`src/rtl/sram_latency_fifo_ctrl.sv`:
```
// FIFO controller in front of a fixed-latency dual-port SRAM: pushes become SRAM writes,
// reads are issued ahead of demand, and returned data lands in a credit-managed pop buffer.
module sram_latency_fifo_ctrl #(
   parameter int unsigned WIDTH     = 8,
   parameter int unsigned DEPTH     = 8,
   parameter int unsigned LATENCY   = 5,
   parameter int unsigned OUT_DEPTH = LATENCY + 2,
   parameter int unsigned ADDR_W    = $clog2(DEPTH)
) (
   input  logic              clk_i,
   input  logic              rst_i,
   input  logic              push_vld_i,
   output logic              push_rdy_o,
   input  logic [WIDTH-1:0]  push_data_i,
   output logic              pop_vld_o,
   input  logic              pop_rdy_i,
   output logic [WIDTH-1:0]  pop_data_o,
   output logic              sram_wen_o,
   output logic [ADDR_W-1:0] sram_waddr_o,
   output logic [WIDTH-1:0]  sram_wdata_o,
   output logic              sram_ren_o,
   output logic [ADDR_W-1:0] sram_raddr_o,
   input  logic [WIDTH-1:0]  sram_rdata_i,
   input  logic              sram_vld_i
);

   localparam int unsigned SCNT_W = ADDR_W + 1;
   localparam int unsigned CNT_W  = $clog2(OUT_DEPTH + 1);
   localparam int unsigned BUF_AW = $clog2(OUT_DEPTH);

   logic [ADDR_W-1:0] wptr_q, wptr_d;
   logic [ADDR_W-1:0] rptr_q, rptr_d;
   logic [SCNT_W-1:0] sram_cnt_q, sram_cnt_d;
   logic [CNT_W-1:0]  credit_q, credit_d;
   logic [CNT_W-1:0]  buf_cnt_q, buf_cnt_d;
   logic [BUF_AW-1:0] buf_wr_q, buf_wr_d;
   logic [BUF_AW-1:0] buf_rd_q, buf_rd_d;
   logic [WIDTH-1:0]  buf_mem_q [OUT_DEPTH];

   logic push_hs;
   logic issue;
   logic pop_hs;

   // The output buffer depth need not be a power of two, so wrap explicitly.
   function automatic logic [BUF_AW-1:0] buf_inc(input logic [BUF_AW-1:0] ptr);
      return (ptr == BUF_AW'(OUT_DEPTH - 1)) ? '0 : ptr + BUF_AW'(1);
   endfunction

   always_comb begin
      push_rdy_o   = !rst_i && (sram_cnt_q < SCNT_W'(DEPTH));
      push_hs      = push_vld_i && push_rdy_o;
      issue        = (sram_cnt_q != '0) && (credit_q < CNT_W'(OUT_DEPTH));
      pop_vld_o    = (buf_cnt_q != '0);
      pop_hs       = pop_vld_o && pop_rdy_i;
      sram_wen_o   = push_hs;
      sram_waddr_o = wptr_q;
      sram_wdata_o = push_data_i;
      sram_ren_o   = issue;
      sram_raddr_o = rptr_q;
      pop_data_o   = buf_mem_q[buf_rd_q];
   end

   always_comb begin
      wptr_d     = push_hs ? wptr_q + ADDR_W'(1) : wptr_q;
      rptr_d     = issue ? rptr_q + ADDR_W'(1) : rptr_q;
      buf_wr_d   = sram_vld_i ? buf_inc(buf_wr_q) : buf_wr_q;
      buf_rd_d   = pop_hs ? buf_inc(buf_rd_q) : buf_rd_q;
      sram_cnt_d = sram_cnt_q;
      credit_d   = credit_q;
      buf_cnt_d  = buf_cnt_q;
      if (push_hs && !issue) begin
         sram_cnt_d = sram_cnt_q + SCNT_W'(1);
      end else if (!push_hs && issue) begin
         sram_cnt_d = sram_cnt_q - SCNT_W'(1);
      end
      // Credits cover both reads in flight and buffered words, so a return moves
      // a credit between the two without changing the total.
      if (issue && !pop_hs) begin
         credit_d = credit_q + CNT_W'(1);
      end else if (!issue && pop_hs) begin
         credit_d = credit_q - CNT_W'(1);
      end
      if (sram_vld_i && !pop_hs) begin
         buf_cnt_d = buf_cnt_q + CNT_W'(1);
      end else if (!sram_vld_i && pop_hs) begin
         buf_cnt_d = buf_cnt_q - CNT_W'(1);
      end
   end

   always_ff @(posedge clk_i) begin
      if (rst_i) begin
         wptr_q     <= '0;
         rptr_q     <= '0;
         sram_cnt_q <= '0;
         credit_q   <= '0;
         buf_cnt_q  <= '0;
         buf_wr_q   <= '0;
         buf_rd_q   <= '0;
      end else begin
         wptr_q     <= wptr_d;
         rptr_q     <= rptr_d;
         sram_cnt_q <= sram_cnt_d;
         credit_q   <= credit_d;
         buf_cnt_q  <= buf_cnt_d;
         buf_wr_q   <= buf_wr_d;
         buf_rd_q   <= buf_rd_d;
      end
   end

   always_ff @(posedge clk_i) begin
      if (sram_vld_i) begin
         buf_mem_q[buf_wr_q] <= sram_rdata_i;
      end
   end

`ifndef SYNTHESIS
   logic [CNT_W-1:0] inflight;
   assign inflight = credit_q - buf_cnt_q;

   a_vld_needs_read: assert property (@(posedge clk_i) disable iff (rst_i)
      sram_vld_i |-> (inflight != '0));
   a_credit_bound: assert property (@(posedge clk_i) disable iff (rst_i)
      credit_q <= CNT_W'(OUT_DEPTH));
`endif

endmodule

```
`config.mk`:
```
export PLATFORM = sky130hd
export DESIGN_NAME = sram_latency_fifo_ctrl
export DESIGN_NICKNAME = d
export VERILOG_FILES = /design/src/rtl/sram_latency_fifo_ctrl.sv
export SDC_FILE = /design/constraint.sdc
export NUM_CORES = 1
export LEC_CHECK = 0
export ABC_AREA = 1
export ABC_CLOCK_PERIOD_IN_PS = 2200
export CAP_MARGIN = 20
export CORE_MARGIN = 1.5
export CORE_UTILIZATION = 50
export CTS_CLUSTER_DIAMETER = 120
export DETAILED_ROUTE_END_ITERATION = 8
export GPL_TIMING_DRIVEN = 0
export PLACE_DENSITY = 0.74
export SETUP_SLACK_MARGIN = 0.3
export SKIP_CTS_REPAIR_TIMING = 1
export SLEW_MARGIN = 20
export SYNTH_ARGS = -nofsm -noshare
export SYNTH_HDL_FRONTEND = slang
export SYNTH_SLANG_ARGS = --single-unit
```
`constraint.sdc`:
```
create_clock -name clk_i -period 2.2 [get_ports clk_i]
set_input_delay 0.44 -clock clk_i [delete_from_list [all_inputs] [get_ports clk_i]]
set_output_delay 0.44 -clock clk_i [all_outputs]
set_load 0.02 [all_outputs]
```
==> flow_metrics.env <==
export IMPL_crit_arrival_ns=1.55
export IMPL_nets=440
export IMPL_path_class="register to output pin"
export IMPL_synthTopCellsByArea="edfxtp_1 (48%), dfxtp_1 (14%), nand2_1 (7.6%), nor2_1 (5.9%), inv_1 (2.8%)"
export IMPL_rrSetupSlack_ns=0.36
export IMPL_holdCritPathClass="register to register"
export IMPL_p_leak_uw=0.00186
export IMPL_async_flop_share_pct=0
export IMPL_path_clk_slew_ns=0.08
export IMPL_cp_common_cell="nand2_1"
export IMPL_period_share_pct=90.6
export IMPL_place_area_sq_mm=0.00407
export IMPL_drc=0
export IMPL_die_h_microns=87.1
export IMPL_wl_microns=7320
export IMPL_worst_path_buf_inv=4
export IMPL_ant_nets=0
export IMPL_syn_inst=351
export IMPL_h_tree_depth=3
export IMPL_setup_viol=0
export IMPL_cp_max_fo=7
export IMPL_cts_max_path_buffers=2
export IMPL_clk_insertion_delay_late_ns=0.35
export IMPL_instances_no_fill=510
export IMPL_synth_edf_count=56
export IMPL_synth_main_ff_cell="edfxtp_1"
export IMPL_mappedNetlistArea_sq_mm=0.00354
export IMPL_gp_congestion=0.806
export IMPL_yosysWarnings=0
export IMPL_synth_seq_cells=81
export IMPL_antenna_cells=0
export IMPL_synth_nets=382
export IMPL_post_drt_via_cell_ratio=5.04
export IMPL_synth_area_leader_cell="edfxtp_1"
export IMPL_stdcell_area_sq_mm=0.00452
export IMPL_end_kind="output pin"
export IMPL_port_buffer_count=38
export IMPL_areaGrowthSynthToFinish_pct=27.8
export IMPL_cap_violations=0
export IMPL_fin_crit_ns=1.99
export IMPL_row_count=30
export IMPL_drive_gt1_share_pct=23.7
export IMPL_grt_pass1_wl_microns=11200
export IMPL_worstMarginPinSlew_ns=0.685
export IMPL_status="finished clean"
export IMPL_critPathLaunchType="register"
export IMPL_syn_area_per_cell_sq_um=10.1
export IMPL_reg2reg_depth=12
export IMPL_synth_top_area_share_pct=47.5
export IMPL_io_pins=47
export IMPL_rr_startpoint="sram_cnt_q[1]"
export IMPL_die_w_microns=87.1
export IMPL_slew_viol_final=0
export IMPL_hold_depth=2
export IMPL_rsz0062_at_grt="true"
export IMPL_yosysMostFrequentCell="nand2_1"
export IMPL_relSlewSlack_pct=54.2
export IMPL_tritoncts="done"
export IMPL_placeableCoreArea_sq_mm=0.00683
export IMPL_hold_path_end="sram_waddr_o[2]"
export IMPL_ir_drop_v=0.000901
export IMPL_finalHoldViolations=0
export IMPL_grt_pass1_vias=2331
export IMPL_grt_overflow_total=0
export IMPL_track_usage_pct=19.8
export IMPL_via_count=2572
export IMPL_ys_seq_area_share_pct=61.7
export IMPL_grt_max_degree=14
export IMPL_required_ns=1.76
export IMPL_power_density_mw_per_mm2=1120
export IMPL_cpLargestDelayFamily="buffers and inverters"
export IMPL_wire_per_inst_microns=14.4
export IMPL_dieArea_sq_mm=0.00759
export IMPL_initial_core_util_pct=51.8
export IMPL_slowest_delay_ns=0.34
export IMPL_cts_made_buffers=9
export IMPL_dp_cells=485
export IMPL_r2r_end="sram_cnt_q[3]"
export IMPL_clock_root_buffer="clkbuf_8"
export IMPL_dp_hpwl_microns=4820
export IMPL_cts_sinks=81
export IMPL_drt_initial_drc_count=173
export IMPL_dr_pass1_iters=4
export IMPL_skew_ns=0.0106
export IMPL_synth_commonest_cells="nand2_1 (72), edfxtp_1 (56), nor2_1 (56), inv_1 (26), dfxtp_1 (25)"
export IMPL_cpMaxStageDelayCell="dfxtp_2"
export IMPL_crit_chain="buf_8, inv_8, buf_12, nor2_2, nor2_1, o21ai_1, nand2_1, nand2_1, nand2_1, buf_6"
export IMPL_clock_fmax_mhz=502
export IMPL_synth_cell_types=26
export IMPL_antenna_found_initial=0
export IMPL_min_from="sram_waddr_o[2]"
## cell usage in the layout (no fill, tap or decap), types with 10 or more instances in the layout
cell / count
nor2_1: 47
o21ai_0: 10
edfxtp_1: 56
clkdlybuf4s50_1: 25
buf_6: 10
dfxtp_1: 18
inv_1: 25
o21ai_1: 14
nand2_1: 63
a21oi_1: 15
buf_4: 15
nand3_1: 14
nor2_2: 12
## power by group
part	switching (uW)	internal [uW]
registers	125	1800
logic	1050	818
clock network	524	756
## cells by family after synthesis
logic type	share of synthesized area (%)
flops	61.7
buf+inv	7.74
simple gates	17.3
xor+xnor	0.990
fa+ha+maj	4.17
compound gates	8.17
## how the worst max path moves through the flow
stage | start | to | slack (ns) | depth (start not counted)
floorplan | rst_i | sram_cnt_q[2] | 0.31 | 9
global placement | rst_i | sram_cnt_q[3] | -0.16 | 12
detailed placement | rst_i | sram_cnt_q[3] | -0.20 | 12
CTS | register | pop_data_o[1] | -0.32 | 7
global route | register | pop_data_o[5] | 0.10 | 10
finish | register | pop_data_o[3] | 0.21 | 10
## through the flow
step / total power, uW / hold slack, ns / util, % / setup TNS [ns] / setup WS (ns)
global route: 5390 / 0.494 / 66.2 / 0 / 0.100
detailed placement: 3530 / 0.457 / 59.5 / -1.98 / -0.196
floorplan: 3000 / 0.466 / - / 0 / 0.306
CTS: 4810 / 0.470 / 62.9 / -2.53 / -0.321
finish: 5070 / 0.465 / 66.2 / 0 / 0.208
global placement: 3470 / 0.447 / 59.5 / -0.887 / -0.164
## area by class of cell
| cell class | count | area, sq um |
|---|---|---|
| multi-input combinational | 219 | 1190 |
| sequential | 81 | 2200 |
| clock buffer | 11 | 131 |
| fill | 522 | 2310 |
| timing repair buffer | 47 | 464 |
| tap | 96 | 120 |
| inverter | 32 | 133 |
| buffer | 19 | 180 |
| clock inverter | 5 | 103 |
## routing by layer
metal / vias up / global-route usage [%] / part of all wire [%] / wire length [microns]
met5: - / 0 / 0 / 0
met3: 13 / 4.74 / 5.1 / 375
met2: 65 / 30.9 / 48 / 3520
li1: 1272 / - / - / -
met4: 0 / 7.07 / 1.7 / 121
met1: 1222 / 27.1 / 45 / 3300
## worst reg2reg max path, cell delays in order (launching register included)
cell and delay [ns]:
dfxtp_4 0.37, nor2_2 0.13, nand3_2 0.10, nand2_2 0.11
buf_4 0.13, ha_4 0.12, inv_2 0.06, ha_4 0.22
or2_1 0.24, nand3_1 0.09, nand3_1 0.08, nand2_1 0.06
inv_1 0.03
## flip-flops by register name (all words and copies together) (netlist names), named ones only
signal / count
sram_raddr_o: 3
buf_wr_q: 3
credit_q: 3
buf_mem_q: 56
sram_waddr_o: 3
buf_rd_q: 3
buf_cnt_q: 3
sram_cnt_q: 4
(Power assumes the default switching activity.)
==> variant 1, RTL diff (config.mk and constraints unchanged) <==
The parameter `WIDTH` goes from 8 to 12.
--- a/src/rtl/sram_latency_fifo_ctrl.sv
+++ b/src/rtl/sram_latency_fifo_ctrl.sv
@@ -1,7 +1,7 @@
 // FIFO controller in front of a fixed-latency dual-port SRAM: pushes become SRAM writes,
 // reads are issued ahead of demand, and returned data lands in a credit-managed pop buffer.
 module sram_latency_fifo_ctrl #(
-   parameter int unsigned WIDTH     = 8,
+   parameter int unsigned WIDTH     = 12,
    parameter int unsigned DEPTH     = 8,
    parameter int unsigned LATENCY   = 5,
    parameter int unsigned OUT_DEPTH = LATENCY + 2,
Ports: changed (resized pop_data_o, push_data_i, sram_rdata_i and sram_wdata_o); port bits go from 47 to 63. The function was not compared with the original's and may differ.
==> variant 1 against the unedited design <==
- maximum frequency shrank 4.8%
- non-clock buffer count grew 18
- cell count grew 22%
- routed wire length grew 40%
- utilization shrank 1.7 points
- total power grew 13%
- design area grew 26%
- setup slack lost 0.10 ns
- area after synthesis grew 31%
- register-to-register slack gained 0.02 ns
- clock skew shrank 0.0036 ns
- clock power shrank 14%
- sequential cell count grew 28
- largest power group unchanged
==> variant 1: results (changes against the unedited design) <==
metric,value,unit,change
skew final,0.00698,ns,-0.00360 ns
NumNets Final,546,,+24%
routability cong.,0.853,,+5.9%
fillers,696,,+33%
DR vias,3279,,+27%
final wirelength,10.3,mm,+40%
actual slew at the worst max-slew pin,0.776,ns,+0.0914 ns
LEAKAGE,2.27,nW,+22%
status,"finished, final reports clean",,
post-synthesis sequential area ratio,65.1,%,+3.4 points
port bufs,50,,+32%
synthesis-stage register bit count,109,,+35%
drt pass-1 iters,4,,unchanged
hold depth,1,,-1
post-DP HPWL,6.36,mm,+32%
"EDFF count, synth",84,,+50%
vias in the first global route,3158,,+35%
net count after synthesis,478,,+25%
Worst EP arrival,1.65,ns,+0.10 ns
All-Layer GR Usage,20.7,%,+0.91 points
synthesized area per cell,10.6,um^2,+4.9%
first-pass GRT wire length,15.4,mm,+37%
smallest hold slack,0.469,ns,+0.00318 ns
layout cells sized above 1,20.7,%,-3.0 points
Area contributors post-synth,"edfxtp_1 54%, dfxtp_1 11%, nand2_1 7.5%, nor2_1 5.7%, o21ai_0 3.1%",,
pre-CTS setup slack,-0.195,ns,+0.000979 ns
VDD IR max,0.000592,V,-34%
Yosys cell types,23,,-12%
FF-to-FF path depth,9,,-3
worst-path fanout max,10,,+3
r2r startpoint,sram_cnt_q[0],,
pin count of the biggest net entering global routing,19,,+5
synth cell count leaders,"93 x nand2_1, 84 x edfxtp_1, 71 x nor2_1",,
Layout Utilization,64.5,%,-1.7 points
CTS clock-pin slew for the worst setup and hold paths,0.10,ns,+0.02 ns
Sw Ratio,35.3,%,+1.9 points
DP Area,0.00532,mm^2,+31%
biggest regs,"buf_mem_q x84, sram_cnt_q x4",,
Worst Hold Launch,buf_cnt_q[0],,
via/cell ratio,5.29,,+4.9%
[variant 1: cells by family (layout without fill, tap and decap cells)]
| group | after synthesis | count (layout) | share of synthesized area, % |
|---|---|---|---|
| AO/OA/AOI/OAI | 65 | 65 | 7.65 |
| adder cells (fa/ha/maj) | 10 | 10 | 3.18 |
| buffers and inverters | 59 | 132 | 6.84 |
| XOR/XNOR | 4 | 4 | 0.754 |
| flip-flops | 109 | 109 | 65.1 |
| AND/OR/NAND/NOR | 192 | 192 | 16.5 |
[variant 1: final cells by class]
type	count	area share, %
Multi-Input combinational cell	271	25.0
Timing Repair Buffer	57	9.87
Inverter	32	2.32
Sequential cell	109	53.3
Clock buffer	10	2.24
Tap cell	108	2.37
Buffer	27	4.03
Clock inverter	6	0.855
[variant 1: layer usage]
metal / track usage, % / vias up / wire, um
li1: - / 1596 / -
met1: 26.9 / 1554 / 4490
met2: 34.9 / 116 / 5050
met3: 3.87 / 13 / 591
met4: 7.58 / 0 / 125
met5: 0 / - / 0
[variant 1: power by group through the flow]
stage / sequential [mW] / combinational, mW / clock (mW)
after floorplan: 2.57 / 1.21 / 0
after global placement: 2.55 / 1.80 / 0
after detailed placement: 2.56 / 1.86 / 0
after CTS: 2.52 / 1.88 / 1.10
after global routing: 2.57 / 2.32 / 1.19
final: 2.55 / 2.10 / 1.10
[variant 1: path summary, 6_finish.rpt]
path | slack [ns] | endpoint
worst max-delay path | 0.11 | pop_data_o[8]
worst max register to register | 0.38 | credit_q[1]
worst min-delay path | 0.47 | buf_cnt_q[0]
worst min register to register | 0.47 | buf_cnt_q[0]
[variant 1: critical path, cell delays in order, from the launching register on]
cell and delay (ns):
dfxtp_2 0.34, buf_6 0.14, inv_8 0.11, buf_12 0.13
nor2_2 0.04, nor2_1 0.11, o21ai_1 0.08, nand2_1 0.06
nand2_1 0.05, nand2_1 0.10, buf_6 0.13
==> variant 2, RTL diff (same flow settings) <==
Without the edit above. Make the reset (`rst_i`) asynchronous in one clocked block.
--- a/src/rtl/sram_latency_fifo_ctrl.sv
+++ b/src/rtl/sram_latency_fifo_ctrl.sv
@@ -87,7 +87,7 @@
       end
    end
 
-   always_ff @(posedge clk_i) begin
+   always_ff @(posedge clk_i or posedge rst_i) begin
       if (rst_i) begin
          wptr_q     <= '0;
          rptr_q     <= '0;
Function: differs if rst_i is asserted again (counterexample within 4 cycles, from zero or initial values and one cycle with rst_i high); with rst_i held inactive, the same outputs for 10 cycles.
==> variant 2 against the unedited design <==
- total power is 34% higher
- utilization rose by 3.3 points
- area after synthesis decreased by 1.5%
- via count fell by 2.1%
- setup slack worse by 0.066 ns
- routed wire length rose by 4.1%
- sequential cell count decreased by 3
- design area up 3.8%
- hold slack got worse by 0.13 ns
- combinational power grew 91%
- largest cell class unchanged
- largest power group is now combinational logic
- sequential power up 13%
- highest routed layer unchanged
==> variant 2: results (changes against the unedited design) <==
metric,value,unit,change
initial DRC count,229,,+32%
Final clock-cell share,4.00,%,-1.2 points
Synth Area in Adders,4.24,%,+0.063 points
Sw Ratio,39.4,%,+6.0 points
worst-path fanout max,8,,+1
pin count of the biggest net entering global routing,23,,+9
area delta synth->final,34.7,%,
fin worst setup slack,0.142,ns,-0.0660 ns
synth cell count leaders,"109 x nand2_1, 56 x edfxtp_1, 31 x inv_1, 31 x nand3_1, 22 x dfrtp_1",,
Final non-clock buffer share,15.6,%,+1.4 points
All-Layer GR Usage,20.5,%,+0.71 points
LEAKAGE,2.03,nW,+9.4%
FF-to-FF path depth,8,,-4
via/cell ratio,5.20,,+3.2%
multiplexer share of the synthesized area,0.323,%,+0.32 points
first-pass GRT wire length,11.3,mm,about the same
Avg WL per Cell,15.8,um,+9.7%
Logic pwr share,52.4,%,+16 points
Post-Synth XOR/XNOR Area,2.76,%,+1.8 points
pwr dens,1440,mW/mm^2,+29%
skew final,0.00503,ns,-0.00555 ns
Worst R2R End,credit_q[1],,
DP Area,0.00399,mm^2,-1.8%
Psw,2.68,mW,+58%
Hold Path Class,input port to async pin,,
pre-CTS setup slack,-0.149,ns,+0.0469 ns
status,"finished, final reports clean",,
Multi-input comb cells,196,,-11%
routability cong.,0.810,,+0.50%
complex-gate fraction of the synthesized area,3.48,%,-4.7 points
Area contributors post-synth,"edfxtp_1 48%, dfrtp_1 16%, nand2_1 12%, nand3_1 4.5%, inv_1 3.3%",,
vias in the first global route,2361,,+1.3%
Worst EP arrival,1.62,ns,+0.07 ns
CP endpoint,pop_data_o[5],,
synthesis-stage register bit count,78,,-3.7%
Reg area,0.00224,mm^2,+1.8%
post-DP HPWL,4.51,mm,-6.4%
VDD IR max,0.000978,V,+8.5%
r2r startpoint,sram_cnt_q[2],,
fillers,462,,-11%
R2R setup slack,0.31,ns,-0.05 ns
post-synthesis sequential area ratio,64.0,%,+2.4 points
[variant 2: worst max-delay path, cell delays in order, from the launching register on]
cell and delay [ns]:
dfrtp_1 0.39, buf_8 0.16, nor2_4 0.15, buf_4 0.14, nand2_1 0.05, nand3_1 0.09
nand2_1 0.06, nand2_1 0.07, clkbuf_2 0.16
[variant 2: through the flow]
stage	instances	hold WS, ns
final	484	0.332
after global routing	484	0.439
after CTS	458	0.483
after detailed placement	442	0.468
after global placement	442	0.460
after floorplan	324	0.429
[variant 2: cells by family after synthesis]
kind of cell | after synthesis
and+or+nand+nor | 155
muxes | 1
xor gates and xnor gates | 11
buffers and inverters | 50
adders and majority gates | 10
AOI/OAI and AO/OA | 19
DFF | 78
[variant 2: per-layer routing]
| layer | track usage (%) | part of all wire (%) |
|---|---|---|
| met1 | 27.6 | 41 |
| met2 | 32.6 | 50 |
| met3 | 4.29 | 6.7 |
| met4 | 8.50 | 2.0 |
| met5 | 0 | 0 |
